===== config.mk =====
export PLATFORM = sky130hd
export DESIGN_NAME = ov7670_config_sequencer
export DESIGN_NICKNAME = d
export VERILOG_FILES = /design/src/rtl/ov7670_config_sequencer.sv
export SDC_FILE = /design/constraint.sdc
export NUM_CORES = 1
export LEC_CHECK = 0
export ABC_AREA = 0
export BUFFER_PORTS_ARGS = -buffer_cell sky130_fd_sc_hd__buf_2
export CORE_MARGIN = 2
export CORE_UTILIZATION = 40
export CTS_CLUSTER_DIAMETER = 200
export DETAILED_ROUTE_END_ITERATION = 7
export GPL_TIMING_DRIVEN = 0
export PLACE_DENSITY_LB_ADDON = 0.15
export REMOVE_ABC_BUFFERS = 1
export SLEW_MARGIN = 20
export SYNTH_ARGS = -nofsm -noshare
export SYNTH_HDL_FRONTEND = slang
export SYNTH_SLANG_ARGS = --single-unit

===== constraint.sdc =====
create_clock -name CLK -period 6.6 [get_ports CLK]
set_clock_uncertainty 0.05 [all_clocks]
set_input_delay 0.66 -clock CLK [delete_from_list [all_inputs] [get_ports CLK]]
set_output_delay 0.66 -clock CLK [all_outputs]
set_load 0.05 [all_outputs]

===== src/rtl/ov7670_config_sequencer.sv =====
`default_nettype none
// ============================================================================
// Module  : ov7670_config_sequencer
// Brief   : Walks a fixed OV7670 register table after reset and feeds each
//           {addr,data} write to the SCCB master over its ready/busy handshake.
// Revision: 1.0 - initial release
// ============================================================================
module ov7670_config_sequencer #(
    parameter int ClockFrequency    = 50_000_000,
    parameter int PowerUpDelayMs    = 10,
    parameter int BusyTimeoutCycles = 1024
) (
    input  logic       CLK,
    input  logic       RST,
    input  logic       i_start,
    input  logic       i_sccb_busy,
    output logic [7:0] o_sccb_addr,
    output logic [7:0] o_sccb_data,
    output logic       o_sccb_ready,
    output logic [7:0] o_index,
    output logic       o_done,
    output logic       o_error
);

    localparam int c_TICK_CYCLES = ClockFrequency / 1000;
    localparam int c_TICK_W      = (c_TICK_CYCLES > 1) ? $clog2(c_TICK_CYCLES) : 1;
    localparam int c_TO_W        = $clog2(BusyTimeoutCycles + 1);
    localparam logic [c_TICK_W-1:0] c_TICK_LAST = c_TICK_W'(c_TICK_CYCLES - 1);
    localparam logic [7:0]          c_PU_LAST   = 8'(PowerUpDelayMs - 1);
    localparam logic [c_TO_W-1:0]   c_TO_LAST   = c_TO_W'(BusyTimeoutCycles - 1);

    typedef enum logic [2:0] {
        S_POWERUP_WAIT = 3'd0,
        S_FETCH        = 3'd1,
        S_DELAY        = 3'd2,
        S_ISSUE        = 3'd3,
        S_WAIT_BUSY_HI = 3'd4,
        S_WAIT_BUSY_LO = 3'd5,
        S_DONE         = 3'd6,
        S_ERROR        = 3'd7
    } state_t;

    state_t                r_state, w_state_nxt;
    logic [7:0]            r_index, w_index_nxt;
    logic [7:0]            r_addr,  w_addr_nxt;
    logic [7:0]            r_data,  w_data_nxt;
    logic [c_TICK_W-1:0]   r_tick,  w_tick_nxt;
    logic [7:0]            r_ms,    w_ms_nxt;
    logic [c_TO_W-1:0]     r_to,    w_to_nxt;

    logic [7:0] w_entry_addr;
    logic [7:0] w_entry_data;
    logic       w_ms_tick;
    state_t     w_adv_state;
    logic [7:0] w_adv_index;

    always_comb begin
        case (r_index)
            8'd0:    {w_entry_addr, w_entry_data} = 16'h1280;
            8'd1:    {w_entry_addr, w_entry_data} = 16'hF00A;
            8'd2:    {w_entry_addr, w_entry_data} = 16'h1204;
            8'd3:    {w_entry_addr, w_entry_data} = 16'h1101;
            8'd4:    {w_entry_addr, w_entry_data} = 16'h0C00;
            8'd5:    {w_entry_addr, w_entry_data} = 16'h3E00;
            8'd6:    {w_entry_addr, w_entry_data} = 16'h40D0;
            8'd7:    {w_entry_addr, w_entry_data} = 16'h8C00;
            default: {w_entry_addr, w_entry_data} = 16'hFFFF;
        endcase
    end

    assign w_ms_tick = (r_tick == c_TICK_LAST);

    // Moving past the last index ends the table rather than wrapping to 0.
    assign w_adv_state = (r_index == 8'hFF) ? S_DONE : S_FETCH;
    assign w_adv_index = (r_index == 8'hFF) ? r_index : r_index + 8'd1;

    always_comb begin
        w_state_nxt = r_state;
        w_index_nxt = r_index;
        w_addr_nxt  = r_addr;
        w_data_nxt  = r_data;
        w_tick_nxt  = '0;
        w_ms_nxt    = r_ms;
        w_to_nxt    = r_to;
        case (r_state)
            S_POWERUP_WAIT: begin
                w_tick_nxt = w_ms_tick ? '0 : r_tick + 1'b1;
                if (w_ms_tick) begin
                    if (r_ms == c_PU_LAST) begin
                        w_ms_nxt    = '0;
                        w_state_nxt = S_FETCH;
                    end else begin
                        w_ms_nxt = r_ms + 8'd1;
                    end
                end
            end
            S_FETCH: begin
                w_ms_nxt = '0;
                if (w_entry_addr == 8'hFF && w_entry_data == 8'hFF) begin
                    w_state_nxt = S_DONE;
                end else if (w_entry_addr == 8'hF0) begin
                    if (w_entry_data == 8'h00) begin
                        w_state_nxt = w_adv_state;
                        w_index_nxt = w_adv_index;
                    end else begin
                        w_state_nxt = S_DELAY;
                    end
                end else begin
                    w_addr_nxt  = w_entry_addr;
                    w_data_nxt  = w_entry_data;
                    w_state_nxt = S_ISSUE;
                end
            end
            S_DELAY: begin
                // Table entry stays addressed by r_index, so its data is the delay length.
                w_tick_nxt = w_ms_tick ? '0 : r_tick + 1'b1;
                if (w_ms_tick) begin
                    if (r_ms == w_entry_data - 8'd1) begin
                        w_ms_nxt    = '0;
                        w_state_nxt = w_adv_state;
                        w_index_nxt = w_adv_index;
                    end else begin
                        w_ms_nxt = r_ms + 8'd1;
                    end
                end
            end
            S_ISSUE: begin
                w_to_nxt = '0;
                if (!i_sccb_busy) begin
                    w_state_nxt = S_WAIT_BUSY_HI;
                end
            end
            S_WAIT_BUSY_HI: begin
                if (i_sccb_busy) begin
                    w_state_nxt = S_WAIT_BUSY_LO;
                end else if (r_to == c_TO_LAST) begin
                    w_state_nxt = S_ERROR;
                end else begin
                    w_to_nxt = r_to + 1'b1;
                end
            end
            S_WAIT_BUSY_LO: begin
                if (!i_sccb_busy) begin
                    w_state_nxt = w_adv_state;
                    w_index_nxt = w_adv_index;
                end
            end
            S_DONE, S_ERROR: begin
                if (i_start) begin
                    w_index_nxt = '0;
                    w_state_nxt = S_FETCH;
                end
            end
            default: w_state_nxt = S_POWERUP_WAIT;
        endcase
    end

    always_ff @(posedge CLK or negedge RST) begin
        if (!RST) begin
            r_state <= S_POWERUP_WAIT;
            r_index <= '0;
            r_addr  <= '0;
            r_data  <= '0;
            r_tick  <= '0;
            r_ms    <= '0;
            r_to    <= '0;
        end else begin
            r_state <= w_state_nxt;
            r_index <= w_index_nxt;
            r_addr  <= w_addr_nxt;
            r_data  <= w_data_nxt;
            r_tick  <= w_tick_nxt;
            r_ms    <= w_ms_nxt;
            r_to    <= w_to_nxt;
        end
    end

    // Strobe is gated by busy directly so it can never coincide with a busy master.
    assign o_sccb_ready = (r_state == S_ISSUE) && !i_sccb_busy;
    assign o_sccb_addr  = r_addr;
    assign o_sccb_data  = r_data;
    assign o_index      = r_index;
    assign o_done       = (r_state == S_DONE);
    assign o_error      = (r_state == S_ERROR);

endmodule
`default_nettype wire


## After elaboration in Yosys (flattened, before gate mapping)

Memories as Yosys holds them, arrays and structs flattened.
Index checks and enable logic that the tools add are counted.

- Flip-flop bits (word level): 62
- Bits in read-only memories: 120
- Output and inout port bits: 27
- Memories kept: 1

Memory list:

| name | words | width | rd ports | clocked after memory_dff | wr ports | line | RTL |
|---|---|---|---|---|---|---|---|
| (no name shown) | 8 | 15 | 1 | 0 | 0 | 58 | `case (r_index)` |

- Add/sub/neg operators: 5
- Equality and inequality tests: 28
- Multiplexer cells: 34
- Bitwise operators: 2
- Reduce and logical (&&, ||, !) cells: 16

Operators with widths:

| kind | number |
|---|---|
| 8-bit 2-to-1 mux | 12 |
| 16-bit 2-to-1 mux | 3 |
| 3-bit 2-to-1 mux | 13 |
| 8-bit equality test (second input constant) | 4 |
| 8-bit one-hot mux with 4 select lines | 1 |
| 2-bit inequality test (second input constant) | 12 |
| 8-bit one-hot mux with 3 select lines | 1 |
| 11-bit 2-to-1 mux | 2 |
| 11-bit one-hot mux with 2 select lines | 1 |
| 3-bit one-hot mux with 7 select lines | 1 |
| 16-bit by 1-bit adder with 16-bit output (second input constant) | 1 |
| 8-bit by 1-bit adder with 8-bit output (second input constant) | 2 |
| 16-bit equality test (second input constant) | 1 |
| 8-bit AND reduction | 2 |
| 3-bit equality test (second input constant) | 4 |
| 11-bit by 1-bit adder with 11-bit output (second input constant) | 1 |
| 11-bit by 10-bit equality test with 1-bit output (second input constant) | 1 |
| 3-bit AND reduction | 3 |
| 8-bit by 4-bit equality test with 1-bit output (second input constant) | 1 |
| 8-bit equality test | 1 |
| 8-bit logical NOT | 1 |
| 8-bit by 1-bit subtractor with 8-bit output (second input constant) | 1 |
| 3-bit by 2-bit equality test with 1-bit output (second input constant) | 2 |
| 5-bit logical NOT | 1 |
| 10 further kinds | 13 |

## Logic depth before layout (Yosys ltp)

Gate-level depths: netlist (run 1).

- Word-level depth: 7
- Depth in mapped cells: 14
- Gate-level depth less buffers: 12

## Worst setup path after synthesis (run 1)

Ideal clock, no wire load.

- Path kind: register to register
- From: register r_index[4] (netlist: o_index[4])
- To: register r_index[7] (netlist: o_index[7])
- Setup time: 120 ps
- Data arrival time: 3499 ps
- Data required time: 6430 ps
- Setup slack: 2931 ps
- Cell stages (with the launch flop): 14
- Path buffers: 2
- Period minus slack after synthesis: 3669 ps
- Cells stage by stage: dfrtp_1 > or4_4 > nand2b_1 > buf_2 > nor2_1 > ha_1 > xor2_1 > a22oi_1 > xor2_1 > a32o_1 > o2111a_2 > or2_1 > buf_4 > a41o_1

- Cells in the longest elaborated chain, start to end: 6

Ends and longest elaborated chain:

| element | line | RTL |
|---|---|---|
| from (decl) | 44 | `logic [7:0] r_index, w_index_nxt;` |
| from (signal assigned) | 169 | `r_index <= w_index_nxt;` |
| 5-bit logical NOT (tied with other cells) | 58 |  |
| 16-bit 2-to-1 mux or 8-bit 2-to-1 mux (tied branches) | 58, 75 |  |
| 8-bit by 1-bit subtractor with 8-bit output (tied with other cells) | 118 | `if (r_ms == w_entry_data - 8'd1) begin` |
| 8-bit equality test (tied with other cells) | 118 |  |
| 2-bit inequality test (no source line) or 8-bit 2-to-1 mux (tied branches) | n/a |  |
| 8-bit AND reduction (no source line) or 8-bit one-hot mux with 4 select lines (tied branches) | n/a |  |

Parallel ways exist; a longest one is shown, timed or not. The select of a mux whose other input is x is not followed.
A chain may end at the register's enable or synchronous reset.

## Worst setup path after layout (run 1)

- From: register r_index[4] (netlist: o_index[4])
- To: register r_index[1] (netlist: o_index[1])

- Cells in the longest elaborated chain, start to end: 6

Ends and longest elaborated chain:

| element | line |
|---|---|
| 5-bit logical NOT or 8-bit equality test (tied branches) | 58, 75 |
| 16-bit 2-to-1 mux or 8-bit 2-to-1 mux (tied branches) | 58, 75 |
| 8-bit by 1-bit subtractor with 8-bit output (tied with other cells) | 118 |
| 8-bit equality test (tied with other cells) | 118 |
| 2-bit inequality test (no source line) or 8-bit 2-to-1 mux (tied branches) | n/a |
| 8-bit AND reduction (no source line) or 8-bit one-hot mux with 4 select lines (tied branches) | n/a |

Parallel ways exist; a longest one is shown, timed or not. The select of a mux whose other input is x is not followed.

==> flow_metrics.env, run 1 <==
export IMPL_synth_yosys_warnings=0
export IMPL_num_rows=34
export IMPL_cts_tree="done"
export IMPL_portBuffers=30
export IMPL_setup_ws_ps=2600
export IMPL_crit_type="flip-flop to flip-flop"
export IMPL_drt_wl_total_um=8070
export IMPL_reg2reg_slack_ps=2600
export IMPL_yosysMostFrequentCell="dfrtp_1"
export IMPL_p_int_uw=529
export IMPL_grt_pass1_wl_um=13700
export IMPL_cts_buffer_depth=2
export IMPL_dieHeight_um=97.5
export IMPL_post_drt_wl_per_cell_um=15.3
export IMPL_syn_to_final_growth_pct=10.8
export IMPL_drt_iter0_markers=161
export IMPL_p_sw_uw=167
export IMPL_critPathRequiredTime_ps=6820
export IMPL_synth_edff_count=0
export IMPL_layout_drive_gt1_share_pct=13.4
export IMPL_dpl_instance_area_um2=3680
export IMPL_fin_tns_setup_ps=0
export IMPL_n_antenna_cell=0
export IMPL_ys_top_cells_by_count="58 x dfrtp_1, 56 x nor2_1, 33 x nand2_1, 20 x xor2_1"
export IMPL_final_core_util_pct=45.1
export IMPL_nets=429
export IMPL_power_uw=696
export IMPL_globalRoute_totalOverflow=0
export IMPL_finalCritPeriodShare_pct=60.5
export IMPL_critPathMaxFanout=9
export IMPL_ir_drop_mv=0.0942
export IMPL_slew_headroom_pct=50.3
export IMPL_rsz0062_at_grt="no"
export IMPL_ys_flop_type="dfrtp_1"
export IMPL_detail_route_antenna_nets=0
export IMPL_grt_util_all_layers_pct=17.7
export IMPL_htreeDepth=3
export IMPL_cts_setup_buffers=0
export IMPL_clock_sinks=58
export IMPL_whs_ps=328
export IMPL_ctsResizeCount=0
export IMPL_cts_made_buffers=9
export IMPL_synth_top_area_share_pct=41.5
export IMPL_power_density_nw_per_um2=180
export IMPL_dp_cells=511
export IMPL_gp_congestion=0.797
export IMPL_yosys_area_top_type="dfrtp_1"
export IMPL_hp_class="input port to asynchronous set/reset pin"
export IMPL_cap_violations=0
export IMPL_seq_area_frac_synth_pct=41.5
export IMPL_cts_clk_slew_worst_paths_ps=70
export IMPL_synth_area_um2=3500
export IMPL_status="finished, final reports clean"
export IMPL_clk_latency_ps=340
export IMPL_pwr_share_seq_pct=51.0
export IMPL_coreArea_um2=8590
export IMPL_dieWidth_um=97.5
export IMPL_max_freq_ghz=0.250
export IMPL_final_cells=527
export IMPL_syn_inst=394
export IMPL_p_comb_share_pct=1.2
export IMPL_slew_viol_final=0
export IMPL_tightest_slew_ps=745
export IMPL_dieArea_um2=9510
export IMPL_hold_viol=0
export IMPL_cp_end_kind="flip-flop"
export IMPL_leakage_nw=1.77
export IMPL_fin_crit_ps=4000
export IMPL_drt_pass1_iter_count=4
export IMPL_p_sw_share_pct=23.9
export IMPL_power_frac_clock_pct=47.7
export IMPL_grt_pass1_vias=2743
export IMPL_antenna_found_initial=0
export IMPL_vias=2895
export IMPL_avgSynthCellArea_um2=8.88
export IMPL_setup_viol=0
export IMPL_synth_cell_types=57
export IMPL_synthArstFlopShare_pct=100
export IMPL_fin_area_um2=3880
export IMPL_synth_area_leaders="dfrtp_1 41%, nor2_1 6.0%, xor2_1 5.0%"
export IMPL_dp_hpwl_um=5560
export IMPL_io_pin_count=31
export IMPL_worstSetupStartpointType="flip-flop"
export IMPL_vias_per_cell=5.49
export IMPL_drcViolationCount=0
export IMPL_cts_root_buf="clkbuf_8"
export IMPL_grt_max_degree=59
export IMPL_ctsHoldBuffers=0
export IMPL_start_util_pct=40.7
export IMPL_dp_slack_ps=2640
export IMPL_crit_arrival_ps=4210
export IMPL_synth_seq_cells=58
[power groups by stage]
| stage | Sequential [mW] | Combinational [mW] | Clock, mW |
|---|---|---|---|
| 6_report | 0.355 | 0.00860 | 0.332 |
| 5_1_grt | 0.355 | 0.0106 | 0.358 |
| 4_1_cts | 0.355 | 0.00943 | 0.341 |
| 2_1_floorplan | 0.362 | 0.000133 | 0 |
| 3_3_place_gp | 0.362 | 0.00927 | 0 |
| 3_5_place_dp | 0.362 | 0.00948 | 0 |
[worst max-delay path, stage by stage (launching register included)]
cell      delay [ps]
dfrtp_1          440
or4_4            630
nand2b_1         330
nor2_1           340
ha_1             370
xor2_1           100
a22oi_1          280
nor4b_1          320
a32o_1           210
o2111a_2         320
or2_1            320
mux2i_1          220
[metal layers]
layer / global-route usage (%) / vias up / share of wire, %
li1: - / 1432 / -
met1: 26.5 / 1412 / 51
met2: 25.5 / 46 / 44
met3: 3.74 / 5 / 4.0
met4: 5.77 / 0 / 0.83
met5: 0 / - / 0
[flip-flops by register name, indices dropped and copies added (netlist names)]
| register | flops |
|---|---|
| o_sccb_data | 5 |
| r_ms | 8 |
| o_index | 8 |
| r_state | 3 |
| o_sccb_addr | 7 |
| r_tick | 16 |
| r_to | 11 |
[cell families after synthesis]
family	share of synthesized area, %
xor+xnor	8.51
flops	41.5
simple gates	25.9
fa+ha+maj	3.93
mux	0.608
compound gates	15.0
buf+inv	4.61
[final timing paths]
| check | startpoint | end | cells after the start |
|---|---|---|---|
| max | o_index[4] | o_index[1] | 11 |
| min reg2reg | r_tick[0] | r_tick[0] | 1 |
| min | RST | r_ms[4] | 1 |
| max reg2reg | o_index[4] | o_index[1] | 11 |
| max in group asynchronous | RST | o_index[3] | 1 |
| min in group CLK | r_tick[0] | r_tick[0] | 1 |
[area by class of cell]
class | count | area, um2
Clock inverter | 7 | 70.1
Sequential cell | 58 | 1450
Clock buffer | 9 | 124
Timing Repair Buffer | 30 | 153
Multi-Input combinational cell | 300 | 1890
Fill cell | 867 | 4720
Tap cell | 108 | 135
Inverter | 15 | 56.3
[placed cells by master, fill, tap and decap left out, types with 3 or more instances in the layout]
cell type	instances
a21oi_1	11
a31oi_1	5
a41oi_1	3
and2_1	3
and3_1	8
and4_1	3
buf_2	29
clkbuf_8	9
clkinv_2	3
dfrtp_1	58
ha_1	11
inv_1	15
nand2_1	33
nand2b_1	5
nand3_1	14
nand4_1	12
nor2_1	56
nor2b_1	4
nor3_1	13
nor3b_1	3
nor4b_1	4
o211ai_1	3
o21ai_0	15
o21ai_1	12
o31ai_1	3
or2_1	4
or3_1	4
xnor2_1	14
xor2_1	20
Power figures use the tool's default switching activity.
==> run 2, diff against run 1 <==
- clock period: 6.6 -> 3.9 ns (I/O delays scaled with it)
==> flow_metrics.env, run 2 (synthesis results as in run 1) <==
export IMPL_reg2reg_slack_ps=230
export IMPL_p_comb_share_pct=1.2
export IMPL_timing_rr_start="o_index[4]"
export IMPL_crit_arrival_ps=3850
export IMPL_vias_per_cell=5.48
export IMPL_fin_crit_ps=3670
export IMPL_power_frac_clock_pct=47.8
export IMPL_ir_drop_mv=0.160
export IMPL_antenna_found_initial=0
export IMPL_path_cells="or4_4, nand2b_2, nor2_2, ha_2, xor2_1, a22oi_2, nor4b_1, a32o_1, o211ai_1, a21boi_2, mux2_1"
export IMPL_fin_area_um2=3910
export IMPL_status="finished, final reports clean"
export IMPL_largest_register_ff_count=16
export IMPL_ff2ff_path_depth=11
export IMPL_p_sw_share_pct=24.0
export IMPL_mostFrequentLayoutCells="57 x dfrtp_1, 55 x nor2_1, 33 x nand2_1"
export IMPL_cp_top_family="simple AND/OR/NAND/NOR gates"
export IMPL_p_sw_uw=283
export IMPL_cp_end_kind="flip-flop"
export IMPL_dieHeight_um=97.5
export IMPL_worst_path_buf_inv=0
export IMPL_htreeDepth=3
export IMPL_portBuffers=30
export IMPL_grt_max_degree=59
export IMPL_rsz0062_at_grt="no"
export IMPL_gp_congestion=0.797
export IMPL_finalCritPeriodShare_pct=94.0
export IMPL_hp_class="input port to asynchronous set/reset pin"
export IMPL_clk_latency_ps=340
export IMPL_drcViolationCount=0
export IMPL_grt_use_met2_pct=26.0
export IMPL_grt_pass1_wl_um=13700
export IMPL_critPathMaxFanout=8
export IMPL_syn_to_final_growth_pct=11.7
export IMPL_nets=430
export IMPL_grt_util_all_layers_pct=17.8
export IMPL_coreArea_um2=8590
export IMPL_top_register="r_tick"
export IMPL_global_route_usage_met3_pct=3.74
export IMPL_cap_violations=0
export IMPL_worstSetupStartpointType="flip-flop"
export IMPL_cts_made_buffers=9
export IMPL_power_density_nw_per_um2=302
export IMPL_cts_tree="done"
export IMPL_grt_pass1_vias=2759
export IMPL_num_rows=34
export IMPL_n_antenna_cell=0
export IMPL_clock_sinks=58
export IMPL_final_core_util_pct=45.5
export IMPL_drt_iter0_markers=156
export IMPL_drt_pass1_iter_count=5
export IMPL_io_pin_count=31
export IMPL_post_drt_wl_per_cell_um=15.3
export IMPL_timing_rr_end="r_state[0]"
export IMPL_tightest_slew_ps=737
export IMPL_cts_root_buf="clkbuf_8"
export IMPL_detail_route_antenna_nets=0
export IMPL_p_int_uw=896
export IMPL_setup_ws_ps=233
export IMPL_dp_slack_ps=-56.0
export IMPL_dieArea_um2=9510
export IMPL_cts_clk_slew_worst_paths_ps=70
export IMPL_crit_type="flip-flop to flip-flop"
export IMPL_leakage_nw=1.78
export IMPL_slew_headroom_pct=50.9
export IMPL_dpl_instance_area_um2=3680
export IMPL_hold_viol=0
export IMPL_fin_tns_setup_ps=0
export IMPL_dieWidth_um=97.5
export IMPL_grt_busiest_layer="met1"
export IMPL_cpMaxStageDelayCell="or4_4"
export IMPL_power_mw=1.18
export IMPL_use_met1_pct=26.1
export IMPL_setup_viol=0
export IMPL_layout_drive_gt1_share_pct=15.5
export IMPL_cts_buffer_depth=2
export IMPL_drt_wl_total_um=8080
export IMPL_globalRoute_totalOverflow=0
export IMPL_max_freq_ghz=0.273
export IMPL_critPathRequiredTime_ps=4080
export IMPL_max_stage_delay_ps=630
export IMPL_pwr_share_seq_pct=51.0
export IMPL_reg_top3="r_tick x16, r_to x11"
export IMPL_vias=2894
export IMPL_dp_hpwl_um=5560
export IMPL_start_util_pct=40.7
export IMPL_mostFrequentLayoutCell="dfrtp_1"
export IMPL_ctsHoldBuffers=0
export IMPL_slew_viol_final=0
[run 2: through the flow]
stage / hold slack, ps / cells
after global placement: 401 / 511
final: 56.1 / 528
after global routing: 128 / 528
after floorplan: 44.4 / 373
after CTS: 91.1 / 527
after detailed placement: 417 / 511
[run 2: cell type report]
cell class / count / area (um2)
Fill cell: 864 / 4680
Multi-Input combinational cell: 300 / 1910
Sequential cell: 58 / 1450
Timing Repair Buffer: 31 / 160
Tap cell: 108 / 135
Clock buffer: 9 / 124
Clock inverter: 7 / 70.1
Inverter: 15 / 56.3
[run 2: power groups by stage]
| stage | logic, mW | registers (mW) | clock network, mW |
|---|---|---|---|
| 2_1_floorplan | 0.000225 | 0.613 | 0 |
| 3_3_place_gp | 0.0157 | 0.613 | 0 |
| 3_5_place_dp | 0.0160 | 0.613 | 0 |
| 4_1_cts | 0.0160 | 0.601 | 0.577 |
| 5_1_grt | 0.0180 | 0.601 | 0.606 |
| 6_report | 0.0144 | 0.601 | 0.564 |
[run 2: repair_timing]
| item | in CTS | in global routing |
|---|---|---|
| gates resized for setup | 1 | 7 |
| setup endpoints to repair | 14 | 17 |
| buffers inserted | 0 | 1 |
| pin swaps | 1 | 1 |
| endpoints found under the hold margin | 0 | 0 |
[run 2: layer usage]
metal	wire length [um]	share of wire, %
met3	259	3.2
met2	3550	44
met1	4170	52
met5	0	0
met4	97	1.2
[run 2: worst register-to-register path: cells and delay by family, from the launching register on]
family	cells	cell delay, ps
simple gates	4	1490
compound gates	4	830
xor+xnor	1	100
flops	1	440
fa+ha+maj	1	310
mux	1	340
[run 2: how the worst max path moves through the flow]
stage / startpoint / end / slack (ps) / cells after the start
global placement: o_index[4] / o_index[3] / 4 / 11
global route: o_index[4] / r_state[0] / 60 / 11
floorplan: o_index[4] / o_index[7] / 280 / 11
finish: o_index[4] / r_state[0] / 230 / 11
detailed placement: o_index[4] / r_ms[7] / -60 / 11
CTS: o_index[4] / o_index[1] / 8 / 11
